## config.mk

```make
export PLATFORM = sky130hd
export DESIGN_NAME = matmul_job_sched
export DESIGN_NICKNAME = d
export VERILOG_FILES = /design/src/rtl/matmul_job_sched.sv
export SDC_FILE = /design/constraint.sdc
export NUM_CORES = 1
export LEC_CHECK = 0
export CAP_MARGIN = 10
export CORE_MARGIN = 4
export CORE_UTILIZATION = 55
export CTS_CLUSTER_DIAMETER = 150
export DETAILED_ROUTE_END_ITERATION = 8
export PLACE_DENSITY = 0.79
export SETUP_SLACK_MARGIN = 0.5
export SLEW_MARGIN = 0
export SYNTH_ARGS = -nofsm -noshare
export SYNTH_HDL_FRONTEND = slang
export SYNTH_SLANG_ARGS = --single-unit
```

## constraint.sdc

```tcl
create_clock -name clk -period 12.1 [get_ports clk]
set_clock_uncertainty 0.15 [all_clocks]
set_input_delay 2.42 -clock clk [delete_from_list [all_inputs] [get_ports clk]]
set_output_delay 2.42 -clock clk [all_outputs]
set_load 0.05 [all_outputs]
```

## src/rtl/matmul_job_sched.sv

```systemverilog
// Job scheduler for one matmul engine: buffers host descriptors in a small FIFO,
// launches them one at a time with a go pulse and reports completions.
module matmul_job_sched #(
  parameter int MEM_AW   = 16,
  parameter int DIM_BITS = 16,
  parameter int DEPTH    = 4,
  parameter int PTR_W    = 2,
  parameter int CNT_W    = 8
) (
  input  logic                clk,
  input  logic                rst,
  input  logic                push_valid,
  output logic                push_ready,
  input  logic [MEM_AW-1:0]   push_aBASE,
  input  logic [MEM_AW-1:0]   push_bBASE,
  input  logic [MEM_AW-1:0]   push_cBASE,
  input  logic [DIM_BITS-1:0] push_aSTRIDE,
  input  logic [DIM_BITS-1:0] push_bSTRIDE,
  input  logic [DIM_BITS-1:0] push_cSTRIDE,
  input  logic [DIM_BITS-1:0] push_aROWS,
  input  logic [DIM_BITS-1:0] push_aCOLS,
  input  logic [DIM_BITS-1:0] push_bCOLS,
  input  logic                flush,
  output logic [MEM_AW-1:0]   aBASE,
  output logic [MEM_AW-1:0]   bBASE,
  output logic [MEM_AW-1:0]   cBASE,
  output logic [DIM_BITS-1:0] aSTRIDE,
  output logic [DIM_BITS-1:0] bSTRIDE,
  output logic [DIM_BITS-1:0] cSTRIDE,
  output logic [DIM_BITS-1:0] aROWS,
  output logic [DIM_BITS-1:0] aCOLS,
  output logic [DIM_BITS-1:0] bCOLS,
  output logic                go,
  input  logic                ret,
  output logic                job_done,
  output logic [CNT_W-1:0]    done_cnt,
  output logic [PTR_W:0]      q_level,
  output logic                busy
);

  typedef struct packed {
    logic [MEM_AW-1:0]   a_base;
    logic [MEM_AW-1:0]   b_base;
    logic [MEM_AW-1:0]   c_base;
    logic [DIM_BITS-1:0] a_stride;
    logic [DIM_BITS-1:0] b_stride;
    logic [DIM_BITS-1:0] c_stride;
    logic [DIM_BITS-1:0] a_rows;
    logic [DIM_BITS-1:0] a_cols;
    logic [DIM_BITS-1:0] b_cols;
  } desc_t;

  typedef enum logic [2:0] {IDLE, GO, RUN, GAP, SKIP} state_t;

  localparam logic [PTR_W:0] LVL_FULL = (PTR_W+1)'(DEPTH);

  state_t           state;
  desc_t            mem [DEPTH];
  desc_t            prm, head, push_desc;
  logic [PTR_W-1:0] wr_ptr, rd_ptr;
  logic [PTR_W:0]   lvl_nxt;
  logic             ready_q, push_fire, pop, gap_cnt;

  assign push_desc = '{push_aBASE, push_bBASE, push_cBASE,
                       push_aSTRIDE, push_bSTRIDE, push_cSTRIDE,
                       push_aROWS, push_aCOLS, push_bCOLS};
  assign push_ready = ready_q & ~flush;
  assign push_fire  = push_valid & push_ready;
  assign pop        = (state == IDLE) && (q_level != '0);
  assign head       = mem[rd_ptr];
  assign busy       = (state != IDLE) || (q_level != '0);

  assign aBASE   = prm.a_base;
  assign bBASE   = prm.b_base;
  assign cBASE   = prm.c_base;
  assign aSTRIDE = prm.a_stride;
  assign bSTRIDE = prm.b_stride;
  assign cSTRIDE = prm.c_stride;
  assign aROWS   = prm.a_rows;
  assign aCOLS   = prm.a_cols;
  assign bCOLS   = prm.b_cols;

  // Flush never coincides with a push, so dropping to zero covers a same-cycle pop too.
  always_comb begin
    lvl_nxt = q_level;
    if (flush)                  lvl_nxt = '0;
    else if (push_fire && !pop) lvl_nxt = q_level + (PTR_W+1)'(1);
    else if (!push_fire && pop) lvl_nxt = q_level - (PTR_W+1)'(1);
  end

  always_ff @(posedge clk) begin
    if (push_fire) mem[wr_ptr] <= push_desc;
  end

  always_ff @(posedge clk) begin
    if (rst) begin
      wr_ptr  <= '0;
      rd_ptr  <= '0;
      q_level <= '0;
      ready_q <= 1'b1;
    end else begin
      if (push_fire) wr_ptr <= wr_ptr + PTR_W'(1);
      if (flush)     rd_ptr <= wr_ptr;
      else if (pop)  rd_ptr <= rd_ptr + PTR_W'(1);
      q_level <= lvl_nxt;
      ready_q <= (lvl_nxt != LVL_FULL);
    end
  end

  always_ff @(posedge clk) begin
    if (rst) begin
      state    <= IDLE;
      prm      <= '0;
      go       <= 1'b0;
      job_done <= 1'b0;
      done_cnt <= '0;
      gap_cnt  <= 1'b0;
    end else begin
      go       <= 1'b0;
      job_done <= 1'b0;
      case (state)
        IDLE: if (pop) begin
          prm <= head;
          if (head.a_rows == '0 || head.b_cols == '0) begin
            state    <= SKIP;
            job_done <= 1'b1;
            done_cnt <= done_cnt + CNT_W'(1);
          end else begin
            state <= GO;
            go    <= 1'b1;
          end
        end
        GO:   state <= RUN;
        RUN:  if (ret) begin
          state    <= GAP;
          job_done <= 1'b1;
          done_cnt <= done_cnt + CNT_W'(1);
          gap_cnt  <= 1'b0;
        end
        // Two idle cycles let the engine settle back into its go-wait loop.
        GAP: begin
          gap_cnt <= 1'b1;
          if (gap_cnt) state <= IDLE;
        end
        SKIP:    state <= IDLE;
        default: state <= IDLE;
      endcase
    end
  end

endmodule
```

==> flow_summary.yaml, run 1 <==
place:
  port_buffers: 307
  gp_congestion: 0.756
  hpwl_um: 33600
  dp_slack_ps: 5210
  dp.cells: 2376
clocking:
  hold_buffers: 0
  h-tree-depth: 3
  cts_resized: 0
  clockBufferDepth: 3
  clk_pin_slew_ps: 60
  cts_num_sinks: 744
  cts_post_setup_buffers_inserted: 0
  root_buffer: "clkbuf_16"
  numCtsBuffers: 73
  cts_tree: "done"
  clk_latency_ps: 590
global_route:
  grt_max_degree: 99
  grtUsageTotal_pct: 22.0
  antenna_found_initial: 15
  grt-ovfl-total: 0
  grt_pass1_vias: 14800
  grt_pass1_wl_um: 88900
pwr:
  totalPowerFinal_uw: 6920
  sw_frac_of_total_pct: 30.7
  pwr-share-seq_pct: 44.5
  leakagePower_uw: 0.0104
  vdd_drop_max_mv: 0.173
  power_density_nw_per_um2: 211
  combPwrFrac_pct: 23.5
  p_clk_share_pct: 32.0
  p_switching_uw: 2130
  intPower_uw: 4800
sta:
  finalSetupTns_ps: 0
  setup_viol: 0
  fin_ws_ps: 5180
  finalCritPeriodShare_pct: 57.2
  slew_violations: 0
  finalHoldViolations: 0
  tightest_slew_ps: 1100
  rsz0062_at_grt: "false"
  fmax_ghz: 0.145
  relSlewSlack_pct: 26.6
  finalCriticalPeriod_ps: 6920
min_path:
  hold_path.class: "reg -> reg"
final_layout:
  fin_cells: 2517
  finalCoreUtilization_pct: 68.5
  nets: 1993
  drive_gt1_share_pct: 14.7
  syn_to_final_growth_pct: 22.3
  nFillCells: 3087
setup_path:
  path_class: "in -> out"
  critical_path.endpoint_type: "output port"
  cp_max_fo: 8
  worstPathArrival_ps: 4350
  worstPathRequired_ps: 9530
  start_kind: "input port"
floorplan:
  fp.dieH_um: 229
  die_w_um: 229
  initial_utilization_pct: 56.0
  core_um2: 48000
  num_rows: 80
  io_pins: 308
  die-area_um2: 52500
drt:
  final_antenna_net_count: 0
  wl_um: 58100
  firstDrtPassIters: 5
  drcViolationCount: 0
  wire_per_inst_um: 23.1
  vias: 14400
  drt_iter0_markers: 1192
  vias_per_cell: 5.72
synthesis:
  synthCells: 1525
  mappedNetlistArea_um2: 26900
  synth_ff_type: "edfxtp_1"
  syn-num-nets: 1682
  synth-edff-count: 576
  async_flop_share_pct: 0
  synth_top_area_share_pct: 64.3
  yosysMostFrequentCell: "edfxtp_1"
  syn-mean-instance-area_um2: 17.6
  yosysTopAreaCell: "edfxtp_1"
  ys_warn_count: 0
  synth.distinct_cells: 45
  yosys-top-cells-area: "edfxtp_1 (64%), dfxtp_1 (13%), mux4_2 (12%)"
  ys_seq_area_share_pct: 76.8
  ys_ff_latch: 744
  ys_top_cells_by_count: "edfxtp_1 (576), nand2_1 (295), dfxtp_1 (168)"
flow_run:
  maxCapViolCount: 0
outcome:
  outcome: "finished, final reports clean"
power by group through the flow:
stage	sequential (uW)	combinational (uW)	clock [uW]
after floorplan	3600	596	0
after global placement	3130	1620	0
after detailed placement	3140	1640	0
after CTS	3090	1650	2250
after global routing	3100	1730	2370
final	3080	1630	2210
routing by layer:
metal,part of all wire [%],wire (um),vias up,track usage (%)
li1,-,-,6468,-
met5,0.17,101,-,0
met1,41,23600,7329,29.7
met4,3.3,1900,16,8.58
met3,7.2,4210,112,5.79
met2,49,28400,484,35.0
worst paths after layout:
check,start,to,slack [ps],depth (start not counted)
max,flush,push_ready,5180,3
min reg2reg,cSTRIDE[2]$_SDFFE_PP0P_,cSTRIDE[2]$_SDFFE_PP0P_,300,2
min,cSTRIDE[2]$_SDFFE_PP0P_,cSTRIDE[2]$_SDFFE_PP0P_,300,2
max reg2reg,register,done_cnt[4]$_SDFFE_PP0P_,7090,8
cell usage in the layout (no fill, tap or decap), drive strengths merged, types with 4 or more instances in the layout:
master         instances
o21ai                  7
nand2                295
nor3                   6
inv                    7
dfxtp                168
clkinv                22
and3                   7
mux4                 144
nand3b                 4
buf                   17
bufinv                 5
nor2b                  4
mux2                   4
nor4                   8
a21oi                149
nand4                  5
clkbuf               101
clkdlybuf4s50        306
diode                  8
edfxtp               576
ha                     8
xnor2                  7
nor2                  15
final cells by class:
class | count | area [um2] | area share (%)
flip-flops and latches | 744 | 20700 | 62.8
well taps | 615 | 769 | 2.34
clock inverters | 32 | 299 | 0.909
repair buffers | 323 | 3190 | 9.71
diodes | 8 | 20.0 | 0.0609
clock buffers | 101 | 2060 | 6.25
inverters | 5 | 18.8 | 0.0571
multi-input cells | 689 | 5860 | 17.8
critical path, cell delays in order:
cell,delay (ps)
clkdlybuf4s50_1,570
nor2b_1,430
clkdlybuf4s50_1,920
kinds of logic (layout without fill, tap and decap cells):
group,after synthesis,in the layout,share of synthesized area [%]
xor gates and xnor gates,7,7,0.228
DFF,744,744,76.8
buffers and inverters,92,461,1.48
adders and majority gates,8,8,0.372
and+or+nand+nor,357,357,5.52
muxes,150,150,12.3
other,0,8,0
AOI/OAI and AO/OA,167,167,3.24
sequential cells by signal, summed over array words and instances, names as in the netlist, named ones only:
name / count
q_level: 3
cSTRIDE: 16
mem: 576
aSTRIDE: 16
done_cnt: 8
rd_ptr: 2
bCOLS: 16
state: 3
bSTRIDE: 16
ready_q: 1
aCOLS: 16
job_done: 1
aROWS: 16
aBASE: 16
bBASE: 16
cBASE: 16
go: 1
gap_cnt: 1
wr_ptr: 2
through the flow:
step                cell area [um2]  hold slack, ps
global placement              30500             281
detailed placement            30500             293
floorplan                     26900             271
finish                        32900             301
CTS                           32900             305
global route                  32900             319
No activity file was read; power rests on OpenSTA's default activity.
==> inputs of run 2 (changes only) <==
- clock period: 12.1 -> 7.04 ns (I/O delays scaled with it)
==> run 2 against run 1 <==
- cell area increased by 0.21%
- clock-buffer cell count increased by 9
- hold slack about the same
- worst setup slack got worse by 3000 ps
- global-route usage increased by 0.069 points
- register-to-register slack got worse by 4400 ps
- largest power group unchanged
==> flow_summary.yaml, run 2 (synthesis gave the netlist of run 1 again) <==
final_layout:
  nets: 1990
  drive_gt1_share_pct: 14.3
  final_common_cell: "edfxtp_1"
  syn_to_final_growth_pct: 22.6
  largest_reg_flops: 576
  nFillCells: 3105
  fin_cells: 2512
  regMostFlops: "mem"
  layout_common_cells: "edfxtp_1 (576), clkdlybuf4s50_1 (306), nand2_1 (294)"
floorplan:
  num_rows: 80
  initial_utilization_pct: 56.0
  die_w_um: 229
  die-area_um2: 52500
  io_pins: 308
  core_um2: 48000
  fp.dieH_um: 229
setup_path:
  worstPathArrival_ps: 3320
  critical_path.endpoint_type: "output port"
  r2r_end: "done_cnt[4]$_SDFFE_PP0P_"
  path_class: "in -> out"
  reg2reg_slack_ps: 2660
  rr_worst_depth: 7
  worstSetupEndpoint: "push_ready"
  cp_max_fo: 8
  critPathLaunch: "flush"
  start_kind: "input port"
  worstPathRequired_ps: 5480
sta:
  tightest_slew_ps: 1150
  finalSetupTns_ps: 0
  rsz0062_at_grt: "false"
  finalCriticalPeriod_ps: 4880
  finalCritPeriodShare_pct: 69.3
  fmax_ghz: 0.205
  relSlewSlack_pct: 23.6
  setup_viol: 0
  slew_violations: 0
  finalHoldViolations: 0
global_route:
  grt-busiest-layer: "met2"
  grt_util_met1_pct: 29.2
  grt_pass1_wl_um: 88700
  antenna_found_initial: 15
  use_met3_pct: 5.62
  grt-ovfl-total: 0
  grt_pass1_vias: 14800
  grtUsageTotal_pct: 22.1
  grtUsageMet2_pct: 36.3
  grt_max_degree: 109
pwr:
  combPwrFrac_pct: 23.3
  pwr-share-seq_pct: 44.5
  sw_frac_of_total_pct: 30.9
  vdd_drop_max_mv: 0.248
  leakagePower_uw: 0.0104
  p_switching_uw: 3690
  intPower_uw: 8270
  power_density_nw_per_um2: 363
  p_clk_share_pct: 32.2
clocking:
  cts_post_setup_buffers_inserted: 0
  clk_pin_slew_ps: 50
  cts_resized: 0
  numCtsBuffers: 73
  cts_tree: "done"
  clockBufferDepth: 3
  cts_num_sinks: 744
  h-tree-depth: 3
  hold_buffers: 0
  clk_latency_ps: 600
  root_buffer: "clkbuf_16"
drt:
  vias: 14400
  wl_um: 58500
  vias_per_cell: 5.75
  drt_iter0_markers: 1272
  wire_per_inst_um: 23.3
  firstDrtPassIters: 5
  drcViolationCount: 0
  final_antenna_net_count: 0
place:
  dp.cells: 2372
  gp_congestion: 0.744
  hpwl_um: 34200
  port_buffers: 307
flow_run:
  maxCapViolCount: 0
min_path:
  hold_path.class: "reg -> reg"
outcome:
  outcome: "finished, final reports clean"
[run 2: how the worst min path moves through the flow]
stage	from	to	slack [ps]	cells after the start
after CTS	aBASE[2]$_SDFFE_PP0P_	aBASE[2]$_SDFFE_PP0P_	300	2
final	cSTRIDE[7]$_SDFFE_PP0P_	cSTRIDE[7]$_SDFFE_PP0P_	300	2
after detailed placement	bBASE[1]$_SDFFE_PP0P_	bBASE[1]$_SDFFE_PP0P_	300	2
after floorplan	gap_cnt$_SDFFE_PP0P_	state[1]$_SDFFE_PP0P_	270	1
after global routing	cSTRIDE[10]$_SDFFE_PP0P_	cSTRIDE[10]$_SDFFE_PP0P_	320	2
after global placement	gap_cnt$_SDFFE_PP0P_	state[1]$_SDFFE_PP0P_	280	1
[run 2: stage by stage]
step | total power, uW | worst slack (ps) | hold slack, ps | cell area, um2 | utilization [%]
2_1_floorplan | 7200 | 2060 | 271 | 26900 | -
3_3_place_gp | 8170 | 2220 | 278 | 30500 | 63.6
3_5_place_dp | 8220 | 2170 | 296 | 30500 | 63.6
4_1_cts | 12100 | 2170 | 305 | 32900 | 68.5
5_1_grt | 12400 | 2050 | 319 | 33000 | 68.6
6_report | 12000 | 2160 | 301 | 33000 | 68.6
[run 2: layout make-up]
type | instances | area (um2) | share of cell area, %
flip-flops and latches | 744 | 20700 | 62.7
well taps | 615 | 769 | 2.33
inverters | 5 | 18.8 | 0.0569
clock buffers | 110 | 2130 | 6.48
multi-input cells | 689 | 5860 | 17.8
diodes | 6 | 15.0 | 0.0456
clock inverters | 23 | 249 | 0.755
repair buffers | 320 | 3240 | 9.84
[run 2: critical path, stage by stage]
cell and delay, ps:
clkdlybuf4s50_1 560, nor2b_1 400, clkdlybuf4s50_1 950
[run 2: power groups by stage]
| stage | logic, uW | registers, uW | clock network (uW) |
|---|---|---|---|
| global placement | 2780 | 5390 | 0 |
| floorplan | 1020 | 6180 | 0 |
| CTS | 2830 | 5330 | 3930 |
| finish | 2790 | 5320 | 3850 |
| detailed placement | 2810 | 5410 | 0 |
| global route | 2970 | 5350 | 4110 |
[run 2: routing by layer]
layer | share of wire (%) | vias to the layer above | wire [um]
met5 | 0.22 | - | 131
met4 | 2.8 | 18 | 1660
met3 | 7.4 | 119 | 4360
met2 | 50 | 512 | 29400
met1 | 39 | 7339 | 23000
li1 | - | 6460 | -
